<file path="src/rtl/led_pattern_sequencer.sv">
// rtl/led_pattern_sequencer.sv - plays a table of timed register writes to an LED controller
module led_pattern_sequencer #(
  parameter int DATA_BITS  = 8,
  parameter int ADDR_BITS  = 4,
  parameter int DEPTH      = 8,
  parameter int DELAY_BITS = 16
) (
  input  logic                     clk_400K,
  input  logic                     reset_n,
  input  logic                     sleep,
  input  logic                     ld_en,
  input  logic [$clog2(DEPTH)-1:0] ld_idx,
  input  logic [ADDR_BITS-1:0]     ld_addr,
  input  logic [DATA_BITS-1:0]     ld_data,
  input  logic [DELAY_BITS-1:0]    ld_delay,
  input  logic [$clog2(DEPTH)-1:0] len,
  input  logic                     loop,
  input  logic                     start,
  input  logic                     stop,
  output logic [ADDR_BITS-1:0]     bus_addr,
  output logic [DATA_BITS-1:0]     bus_wdata,
  output logic                     bus_w_en,
  output logic                     busy,
  output logic [$clog2(DEPTH)-1:0] step,
  output logic                     done
);

  localparam int IW = $clog2(DEPTH);

  localparam logic [1:0] S_IDLE  = 2'd0;
  localparam logic [1:0] S_SETUP = 2'd1;
  localparam logic [1:0] S_WRITE = 2'd2;
  localparam logic [1:0] S_WAIT  = 2'd3;

  logic [1:0]            state;
  logic [DELAY_BITS-1:0] cnt;

  logic [ADDR_BITS-1:0]  tbl_addr  [DEPTH];
  logic [DATA_BITS-1:0]  tbl_data  [DEPTH];
  logic [DELAY_BITS-1:0] tbl_delay [DEPTH];

  logic [DELAY_BITS-1:0] cur_delay;
  logic [IW-1:0]         nxt_step;
  logic                  finish;
  logic                  adv;

  // The table is frozen while a sequence plays, so the current entry's delay can be read live
  assign cur_delay = tbl_delay[step];

  // Next-step decision: len and loop are sampled whenever an entry finishes
  always_comb begin
    finish   = 1'b0;
    nxt_step = step + 1'b1;
    if (step == len) begin
      nxt_step = '0;
      finish   = !loop;
    end
  end

  // Entry finished: straight after WRITE for zero delay, else on the last WAIT cycle
  always_comb begin
    adv = 1'b0;
    if (!stop) begin
      if (state == S_WRITE && cur_delay == '0) adv = 1'b1;
      if (state == S_WAIT && !sleep && cnt == '0) adv = 1'b1;
    end
  end

  // Pattern table, writable only while no sequence is running
  always_ff @(posedge clk_400K or negedge reset_n) begin
    if (!reset_n) begin
      for (int i = 0; i < DEPTH; i++) begin
        tbl_addr[i]  <= '0;
        tbl_data[i]  <= '0;
        tbl_delay[i] <= '0;
      end
    end else if (ld_en && !busy) begin
      tbl_addr[ld_idx]  <= ld_addr;
      tbl_data[ld_idx]  <= ld_data;
      tbl_delay[ld_idx] <= ld_delay;
    end
  end

  // Sequencer FSM; bus address/data are loaded on entry to SETUP and held through WRITE and IDLE
  always_ff @(posedge clk_400K or negedge reset_n) begin
    if (!reset_n) begin
      state     <= S_IDLE;
      cnt       <= '0;
      bus_addr  <= '0;
      bus_wdata <= '0;
      bus_w_en  <= 1'b0;
      busy      <= 1'b0;
      step      <= '0;
      done      <= 1'b0;
    end else begin
      bus_w_en <= 1'b0;
      done     <= 1'b0;
      case (state)
        S_IDLE: begin
          if (start && !stop && !sleep) begin
            state     <= S_SETUP;
            step      <= '0;
            busy      <= 1'b1;
            bus_addr  <= tbl_addr[0];
            bus_wdata <= tbl_data[0];
          end
        end
        S_SETUP: begin
          if (stop) begin
            state <= S_IDLE;
            busy  <= 1'b0;
          end else if (!sleep) begin
            state    <= S_WRITE;
            bus_w_en <= 1'b1;
          end
        end
        S_WRITE: begin
          // The write strobe has already been issued, so stop or sleep cannot cut it short
          if (stop) begin
            state <= S_IDLE;
            busy  <= 1'b0;
          end else if (cur_delay != '0) begin
            state <= S_WAIT;
            cnt   <= cur_delay - 1'b1;
          end
        end
        S_WAIT: begin
          if (stop) begin
            state <= S_IDLE;
            busy  <= 1'b0;
            cnt   <= '0;
          end else if (!sleep && cnt != '0) begin
            cnt <= cnt - 1'b1;
          end
        end
        default: begin
          state <= S_IDLE;
          busy  <= 1'b0;
        end
      endcase
      if (adv) begin
        if (finish) begin
          state <= S_IDLE;
          busy  <= 1'b0;
          done  <= 1'b1;
        end else begin
          state     <= S_SETUP;
          step      <= nxt_step;
          bus_addr  <= tbl_addr[nxt_step];
          bus_wdata <= tbl_data[nxt_step];
        end
      end
    end
  end

endmodule

</file>
<file path="config.mk">
export PLATFORM = sky130hd
export DESIGN_NAME = led_pattern_sequencer
export DESIGN_NICKNAME = d
export VERILOG_FILES = /design/src/rtl/led_pattern_sequencer.sv
export SDC_FILE = /design/constraint.sdc
export NUM_CORES = 1
export LEC_CHECK = 0
export CORE_ASPECT_RATIO = 0.6
export CORE_UTILIZATION = 58
export CTS_CLUSTER_SIZE = 25
export DETAILED_ROUTE_END_ITERATION = 16
export PLACE_DENSITY_LB_ADDON = 0.05
export SYNTH_ARGS = -nofsm -noshare
export SYNTH_HDL_FRONTEND = slang
export SYNTH_SLANG_ARGS = --single-unit
</file>
<file path="constraint.sdc">
create_clock -name clk_400K -period 4.5 [get_ports clk_400K]
set_input_delay 0.45 -clock clk_400K [delete_from_list [all_inputs] [get_ports clk_400K]]
set_output_delay 0.45 -clock clk_400K [all_outputs]
set_load 0.01 [all_outputs]
</file>
Yosys cells after proc, flatten, opt, wreduce, memory -nomap -nowiden
Cells that the tools add are included.

storage, ports and cells
  flip-flop bits (word level) = 260
  input port bits = 41
  output and inout bits = 18
  word-level logic and storage cells = 133

cells by class
  muxes and demuxes = 59
  equal/unequal tests = 11
  reductions and logical operators = 21
  add/subtract/negate cells = 3
  bitwise gates (word level) = 3
  $lt $le $gt $ge = 4

operator list
  operator                                                               count
  128-bit bitwise mux                                                    1
  16-bit two-way mux                                                     7
  64-bit bitwise mux                                                     1
  8-bit two-way mux                                                      7
  16-bit binary-select mux with 3-bit select                             1
  16-bit demux with 3-bit select                                         1
  32-bit bitwise mux                                                     1
  16-bit logical NOT                                                     2
  16-bit one-hot mux with 2 select lines                                 1
  16-bit nonzero test                                                    2
  16-bit by 1-bit subtractor with 16-bit output (second input constant)  2
  4-bit two-way mux                                                      7
  8-bit binary-select mux with 3-bit select                              1
  8-bit demux with 3-bit select                                          1
  3-bit two-way mux                                                      5
  1-bit two-way mux                                                      14
  2-bit two-way mux                                                      7
  4-bit binary-select mux with 3-bit select                              1
  4-bit demux with 3-bit select                                          1
  4-bit >= comparator (second input constant)                            3
  3-bit NOT with 4-bit output                                            3
  1-bit logical AND                                                      8
  2-bit one-hot mux with 4 select lines                                  1
  4-bit AND reduction                                                    2
  other kinds (16)                                                       21

Logic depth before layout (Yosys ltp)
Gate-level depths: netlist of run 1.

  depth in word-level cells = 11
  gate-level depth with buffers = 12
  gate-level depth less buffers = 8

Worst setup path after synthesis of run 1
OpenSTA, ideal clock, no wires.

  path type = register to register
  start point = reg step[0]
  end point = reg cnt[11]
  stages on the path, launching flop included = 11
  library setup time = 0.124 ns
  data required time = 4.376 ns
  slack = 1.367 ns
  arrival = 3.009 ns
  path buffers = 2
  clock period less this slack = 3.133 ns
  path through = dfrtp_1 -> buf_6 -> buf_2 -> mux4_2 -> mux2i_1 -> ha_1 -> nand4b_1 -> or3_4 -> o211ai_4 -> a21oi_2 -> a211o_1

between the ends
  longest elaborated chain between the ends = 8
  elaborated cells on any way between the ends = 11
  classes of those cells = 1 x add/sub; 1 x eq/ne; 6 x mux; 1 x bitwise; 2 x reduce/logical

RTL lines
  what                                                       RTL line  source
  start, declared                                            24        output logic [$clog2(DEPTH)-1:0] step,
  start signal, assigned                                     148       step <= nxt_step;
  3-bit NOT with 4-bit output (implied by the code) (*)      48        assign cur_delay = tbl_delay[step];
  16-bit binary-select mux with 3-bit select (*)             48
  16-bit two-way mux (implied by the code) (*) (2 in a row)  48
  16-bit by 1-bit subtractor with 16-bit output              124       cnt <= cur_delay - 1'b1;
  16-bit two-way mux                                         122       end else if (cur_delay != '0) begin
  16-bit two-way mux                                         119       if (stop) begin
  16-bit one-hot mux with 2 select lines                     98        case (state)
  end signal, assigned                                       124
  end signal, assigned                                       133       cnt <= cnt - 1'b1;
  end, declared                                              36        logic [DELAY_BITS-1:0] cnt;

Mark *: on every way between the ends. The rest lies on a longest branch, timed or not. The select of a mux whose other input is x is not followed.
A chain may end at the register's enable or synchronous reset.

Worst setup path in the final report of run 1
  start point = reg step[0]
  end point = reg bus_addr[0]

between the ends
  longest elaborated chain between the ends = 10
  elaborated cells on any way between the ends = 19
  classes of those cells = 1 x add/sub; 1 x eq/ne; 13 x mux; 2 x bitwise; 2 x reduce/logical

RTL lines
  what                                                   RTL line  source
  3-bit NOT with 4-bit output (implied by the code)      48
  16-bit binary-select mux with 3-bit select             48
  16-bit two-way mux (implied by the code) (2 in a row)  48
  16-bit logical NOT                                     64        if (state == S_WRITE && cur_delay == '0) adv = 1'b1;
  1-bit logical AND                                      64
  1-bit two-way mux                                      64
  1-bit two-way mux                                      65        if (state == S_WAIT && !sleep && cnt == '0) adv = 1'b1;
  1-bit two-way mux                                      63        if (!stop) begin
  4-bit two-way mux (*)                                  141       if (adv) begin
  end signal, assigned                                   104       bus_addr <= tbl_addr[0];
  end signal, assigned                                   149       bus_addr <= tbl_addr[nxt_step];
  end, declared                                          20        output logic [ADDR_BITS-1:0] bus_addr,

Marks and branches as above.

==> results of run 1 <==
[layer usage]
layer  track usage [%]  vias to the layer above  wire length, µm
li1                  -                     3740                -
met1              43.9                     4188            14700
met3              6.91                       34             2240
met4              5.62                        0              443
met2              39.0                      244            12300
met5                 0                        -                0
[cells in the final DEF (no fill, tap or decap), types with 5 or more instances in the layout]
| master | Yosys | layout |
|---|---|---|
| nand3b_1 | 6 | 6 |
| mux4_1 | 10 | 10 |
| xor2_1 | 5 | 5 |
| a211oi_1 | 12 | 12 |
| nor3_1 | 35 | 35 |
| a221oi_1 | 25 | 25 |
| o211ai_1 | 8 | 8 |
| o22ai_1 | 13 | 13 |
| nor2_1 | 48 | 47 |
| xnor2_1 | 9 | 9 |
| mux2_2 | 212 | 212 |
| dfrtp_1 | 260 | 258 |
| nand3_1 | 8 | 8 |
| inv_1 | 32 | 32 |
| mux2i_1 | 50 | 50 |
| and2_1 | 15 | 15 |
| o21ai_0 | 35 | 35 |
| ha_1 | 5 | 5 |
| mux4_2 | 20 | 20 |
| clkbuf_8 | 0 | 6 |
| buf_4 | 4 | 24 |
| clkdlybuf4s50_1 | 0 | 57 |
| nand2_1 | 38 | 38 |
| a21oi_1 | 19 | 19 |
| clkbuf_16 | 0 | 25 |
[worst paths after layout]
check | from | to | cells past startpoint
min in group clk_400K | tbl_data[29] | tbl_data[29] | 1
max in group asynchronous | reset_n | tbl_addr[15] | 2
worst max-delay path | step[0] | bus_addr[0] | 8
worst max register to register | step[0] | bus_addr[0] | 8
worst min-delay path | reset_n | tbl_delay[76] | 1
worst min register to register | tbl_data[29] | tbl_data[29] | 1
[stage by stage]
| stage | util (%) | std cells | instance area [µm²] |
|---|---|---|---|
| floorplan | - | 981 | 12600 |
| global placement | 63.7 | 1285 | 13500 |
| detailed placement | 63.7 | 1285 | 13500 |
| CTS | 67.6 | 1327 | 14300 |
| global route | 67.6 | 1327 | 14300 |
| finish | 67.6 | 1327 | 14300 |
[area by class of cell]
type                       count  area [µm²]  area share, %
timing repair buffer          83         786           5.50
clock buffer                  35         723           5.06
sequential                   260        6510           45.6
inverter                      32         120          0.841
clock inverter                 7        91.3          0.640
multi-input combinational    631        5700           39.9
tap                          279         349           2.44
[sequential cells by signal (all words and copies together), names as in the netlist]
register / flops
bus_wdata: 8
bus_addr: 4
cnt: 16
state: 2
busy: 1
tbl_data: 64
step: 3
bus_w_en: 1
tbl_addr: 32
done: 1
tbl_delay: 128
[power by group through the flow]
stage                     logic (W)  clock network [W]  registers [W]
after global placement      0.00206                  0        0.00382
after global routing        0.00234            0.00225        0.00393
after floorplan             0.00155                  0        0.00369
after detailed placement    0.00213                  0        0.00383
after CTS                   0.00214            0.00216        0.00380
final                       0.00213            0.00212        0.00381
[cells by family after synthesis]
kind of cell    synth area share, %
xor+xnor                      0.973
simple gates                   7.30
fa+ha+maj                     0.497
mux                            28.9
buf+inv                        3.27
flops                          51.6
compound gates                 7.41
==> impl_results.md, run 1 <==
* RSZ-0062 raised after global routing: false
* Syn_nets at 1027
* Post-CTS sizing at 0
* Max clock buf depth at 3
* Layout area overhead at 13.3%
* Clk sink count at 260
* Worst hold-check path type: input pin to asynchronous set/reset pin
* Synth top area share at roughly 52%
* Sw Share at 29.3%
* Leakage power at about 6 nW
* Part of the power in combinational logic at a little over a quarter
* Crit path cell chain: mux4_1 -> mux2i_1 -> nand2_1 -> nor3_1 -> a21oi_1 -> nor2_2 -> buf_4 -> mux2i_1
* Die Ht at 116 µm
* Remaining Overflow, GRT at 0
* Hold-fix buffers at CTS at 0
* Ant. Diodes at 0
* Crit path max fanout at 32
* Total CTS buffers at 25
* Setup Skew at 0.0122 ns
* CP delay by family, top: multiplexers
* H-tree Lvls at 1
* Leading area contributor after synthesis: dfrtp_1
* Sequential share of power at between 40% and 50%
* Gr usage total at roughly 28%
* Status: finished clean
* Worst skew pair latency at between 0.5 and 0.6 ns
* Post-DP HPWL at 18800 µm
* Die area at 22300 µm²
* Crit path kind: flop to flop
* Ys Warns at 0
* Clock share of power at 26.3%
* Req. time, crit path at slightly below 5 ns
* Max Cap Viol at 0
* Count of state elements after synthesis at 260
* Maximum clock rate at approximately 280 MHz
* Reg2reg setup slack at a little under 0.9 ns
* IO buf count at 58
* PD cells at 565 nW/µm²
* I/O Pins at 59
* Arrival time of data at the critical path endpoint at 4.08 ns
* Slew Viols, Final at 0
* Post-route ant nets at 0
* Via density at 6.18
* VDD IR max at 0.444 mV
* DR DRC count at 0
* CTS tree: built
* Slew @ Worst Pin at 1.06 ns
* Largest net degree at the start of global routing at 117
* Root buffer cell: clkbuf_16
* Number of global-route vias before repair at 8040
* Nets at approximately 1100
* # fillers at 1604
* Share of layout cells above drive strength 1 at 30.3%
* Power consumption at a little over 0.008 W
* Async set-or-reset flop fraction in the synthesized netlist at 100%
* Top_reg_cell synth: dfrtp_1
* Synth area leaders: dfrtp_1 (52%), mux2_2 (19%), mux2i_1 (4.0%)
* Cell Area, Synth at 12600 µm²
* First-pass GRT wire length at ~47000 µm
* Sequential fraction of the synthesis area at 51.6%
* Endpoints failing hold at 0
* Initial core utilization at about three fifths
* DR iter-0 viols at 615
* CP max stage cell: dfrtp_4
* Post-synth EDFFs at 0
* Synth Instances at around 980
* Post-Syn Area per Cell at 12.8 µm²
* Power Internal at 0.00570 W
* Pre-CTS setup slack at 0.886 ns
* Most frequent cell after synthesis: dfrtp_1
* Hold Slack at 0.00149 ns
* CP endpoint kind: flop
* Final setup fails at 0
* Slew margin rel. at between 20% and 30%
* Minimum clock period at 3.63 ns
* Critical path's largest stage delay at 0.82 ns
* Vias at just over 8000
* Die W at 192 µm
* Clock-pin slew on the worst setup and hold paths at 0.06 ns
* Placeable Area at 21100 µm²
* Post-CTS setup buffer count at 0
* Sw power at 0.00236 W
* FP Rows at 41
* Post-route worst setup slack at 0.870 ns
* Fin crit share at approximately 81%
* Pre-antenna DRT Iters at 5
* Avg WL per Cell at roughly 22 µm
* Post-route setup TNS at 0 ns
* DRT Wirelength at roughly 30000 µm
* Setup crit start kind: flop
* Post-synth top cells: dfrtp_1 (260), mux2_2 (212), mux2i_1 (50), nor2_1 (48), clkbuf_1 (39)
* Initial antenna violation count at 0
* GPL Wtd Cong at 0.846
* Synth cell types at 61
* Worst path most repeated cell: mux2i_1
* CP Buf/Inv Count at 1
Power figures use the tool's default switching activity.
==> run 2, diff against run 1 <==
==> constraint.sdc (replaced) <==
create_clock -name clk_400K -period 3.75 [get_ports clk_400K]
set_input_delay 0.375 -clock clk_400K [delete_from_list [all_inputs] [get_ports clk_400K]]
set_output_delay 0.375 -clock clk_400K [all_outputs]
set_load 0.01 [all_outputs]
==> run 2 against run 1 <==
Net effect:
- non-clock buffer count up 9
- maximum frequency up 5.7%
- cell count up 0.83%
- sequential cell count unchanged
- critical path depth unchanged
- total power up 20%
==> impl_results.md, run 2 (synthesis results as in run 1) <==
* Via density at 6.16 (-0.35%)
* Initial core utilization at 59.6% (unchanged)
* Final core occ at 68.1% (+0.58 points)
* I/O Pins at 59 (unchanged)
* Initial antenna violation count at 0 (unchanged)
* Slew Viols, Final at 0 (unchanged)
* Vias at 8245 (+0.48%)
* CTS tree: built
* Largest net degree at the start of global routing at 106 (-9.4%)
* Endpoints failing hold at 0 (unchanged)
* R2r worst-path depth at 8 (unchanged)
* DR DRC count at 0 (unchanged)
* Pre-antenna DRT Iters at 4 (-1)
* DRT Wirelength at 30000 µm (+0.97%)
* IO buf count at 58 (unchanged)
* Status: finished clean
* Maximum clock rate at 291 MHz (+5.7%)
* Clk sink count at 260 (unchanged)
* Leakage power at 6.08 nW (+0.94%)
* Worst skew pair latency at 0.53 ns (about the same)
* CP endpoint kind: flop
* Nets at 1087 (+0.74%)
* RSZ-0062 raised after global routing: false
* DR iter-0 viols at 624 (+1.5%)
* Setup Skew at 0.00915 ns (-0.00302 ns)
* Post-route setup TNS at 0 ns (unchanged)
* Placed insts at 1293 (+0.62%)
* Share of layout cells above drive strength 1 at 30.8% (+0.44 points)
* PD cells at 673 nW/µm² (+19%)
* Remaining Overflow, GRT at 0 (unchanged)
* FP Rows at 41 (unchanged)
* Minimum clock period at 3.43 ns (-0.197 ns)
* Final setup fails at 0 (unchanged)
* Fin crit share at 91.6% (+11 points)
* Req. time, crit path at 4.19 ns (-0.76 ns)
* Commonest non-fill, non-tap cell in the layout: dfrtp_1
* Crit path kind: flop to flop
* Gr usage total at 28.3% (+0.44 points)
* Number of global-route vias before repair at 8097 (+0.71%)
* Slew margin rel. at 32.4% (+2.8 points)
* Max Cap Viol at 0 (unchanged)
* CP Launch Point: step[0]
* Crit path max fanout at 29 (-9.4%)
* Worst hold-check path type: input pin to asynchronous set/reset pin
* Biggest regs: tbl_delay (128), tbl_data (64), tbl_addr (32)
* Max clock buf depth at 3 (unchanged)
* Setup crit start kind: flop
* First-pass GRT wire length at 47700 µm (+2.1%)
* Largest register FFs at 128 (unchanged)
* Hold-fix buffers at CTS at 1 (+1)
* H-tree Lvls at 1 (unchanged)
* Post-CTS setup buffer count at 0 (unchanged)
* Clock-pin slew on the worst setup and hold paths at 0.06 ns (about the same)
* Avg WL per Cell at 22.5 µm (+0.14%)
* Final cell count without fillers at 1338 (+0.83%)
* Slew @ Worst Pin at 1.01 ns (-0.0421 ns)
* Arrival time of data at the critical path endpoint at 3.87 ns (-0.21 ns)
* Placeable Area at 21100 µm² (unchanged)
* Post-route ant nets at 0 (unchanged)
* Total CTS buffers at 24 (-4.0%)
* Layout area overhead at 14.3%
* Post-CTS sizing at 0 (unchanged)
* VDD IR max at 0.481 mV (+8.2%)
* Die W at 192 µm (unchanged)
* Worst r2r src: step[0]
* Die Ht at 116 µm (unchanged)
* Ant. Diodes at 0 (unchanged)
* Largest register by flop count: tbl_delay
* Post-DP HPWL at 19000 µm (+1.2%)
* Root buffer cell: clkbuf_16
* Die area at 22300 µm² (unchanged)
* Most frequent cells in the layout: dfrtp_1 (258), mux2_2 (212), clkdlybuf4s50_1 (57), mux2i_1 (50), nor2_1 (47)
* GPL Wtd Cong at 0.937 (+11%)
## run 2: changes by cell type in the layout (fill, tap and decap cells not counted), sizes merged
cell         delta
buf             +8
bufinv          +1
clkbuf          -1
clkinv          +3
dlygate4sd3     +1
inv             -1
## run 2: final cells by class
class | instances | area, µm²
Fill cell | 1545 | 6730
Sequential cell | 260 | 6510
Multi-Input combinational cell | 631 | 5700
Timing Repair Buffer | 92 | 906
Clock buffer | 34 | 678
Tap cell | 279 | 349
Clock inverter | 10 | 139
Inverter | 32 | 120
## run 2: worst max-delay path, cell delays in order (launching register included)
cell,delay (ns)
dfrtp_4,0.78
mux4_1,0.64
mux2i_2,0.41
nand4_4,0.22
or4_4,0.53
o21ai_4,0.38
buf_12,0.19
o21ai_0,0.09
o211ai_1,0.09
## run 2: metal layers
layer  vias up  part of all wire [%]  track usage [%]
li1       3763                     -                -
met1      4212                    51             45.7
met2       237                    41             39.3
met3        33                   6.3             5.65
met4         0                   1.7             5.83
met5         -                     0                0
## run 2: stage by stage
step | hold slack [ns] | instance area (µm²) | setup WS, ns | total power [W]
finish | 0.497 | 14400 | 0.316 | 0.00969
global route | 0.510 | 14400 | 0.135 | 0.0103
CTS | 0.501 | 14400 | 0.340 | 0.00973
detailed placement | 0.484 | 13600 | 0.356 | 0.00717
global placement | 0.480 | 13600 | 0.447 | 0.00707
floorplan | 0.0794 | 12600 | 0.617 | 0.00628
## run 2: final timing paths
| kind | slack (ns) | to |
|---|---|---|
| worst max-delay path | 0.32 | cnt[10] |
| worst min-delay path | 0.50 | tbl_delay[104] |
| worst max register to register | 0.32 | cnt[10] |
| worst min register to register | 0.50 | tbl_addr[15] |
| max in group asynchronous | 2.36 | tbl_delay[89] |
| min in group clk_400K | 0.50 | tbl_addr[15] |
## run 2: where the power goes
group          total, W  internal (W)  switching [W]
sequential      0.00458       0.00394       0.000635
clock           0.00254       0.00147        0.00107
combinational   0.00258       0.00145        0.00113
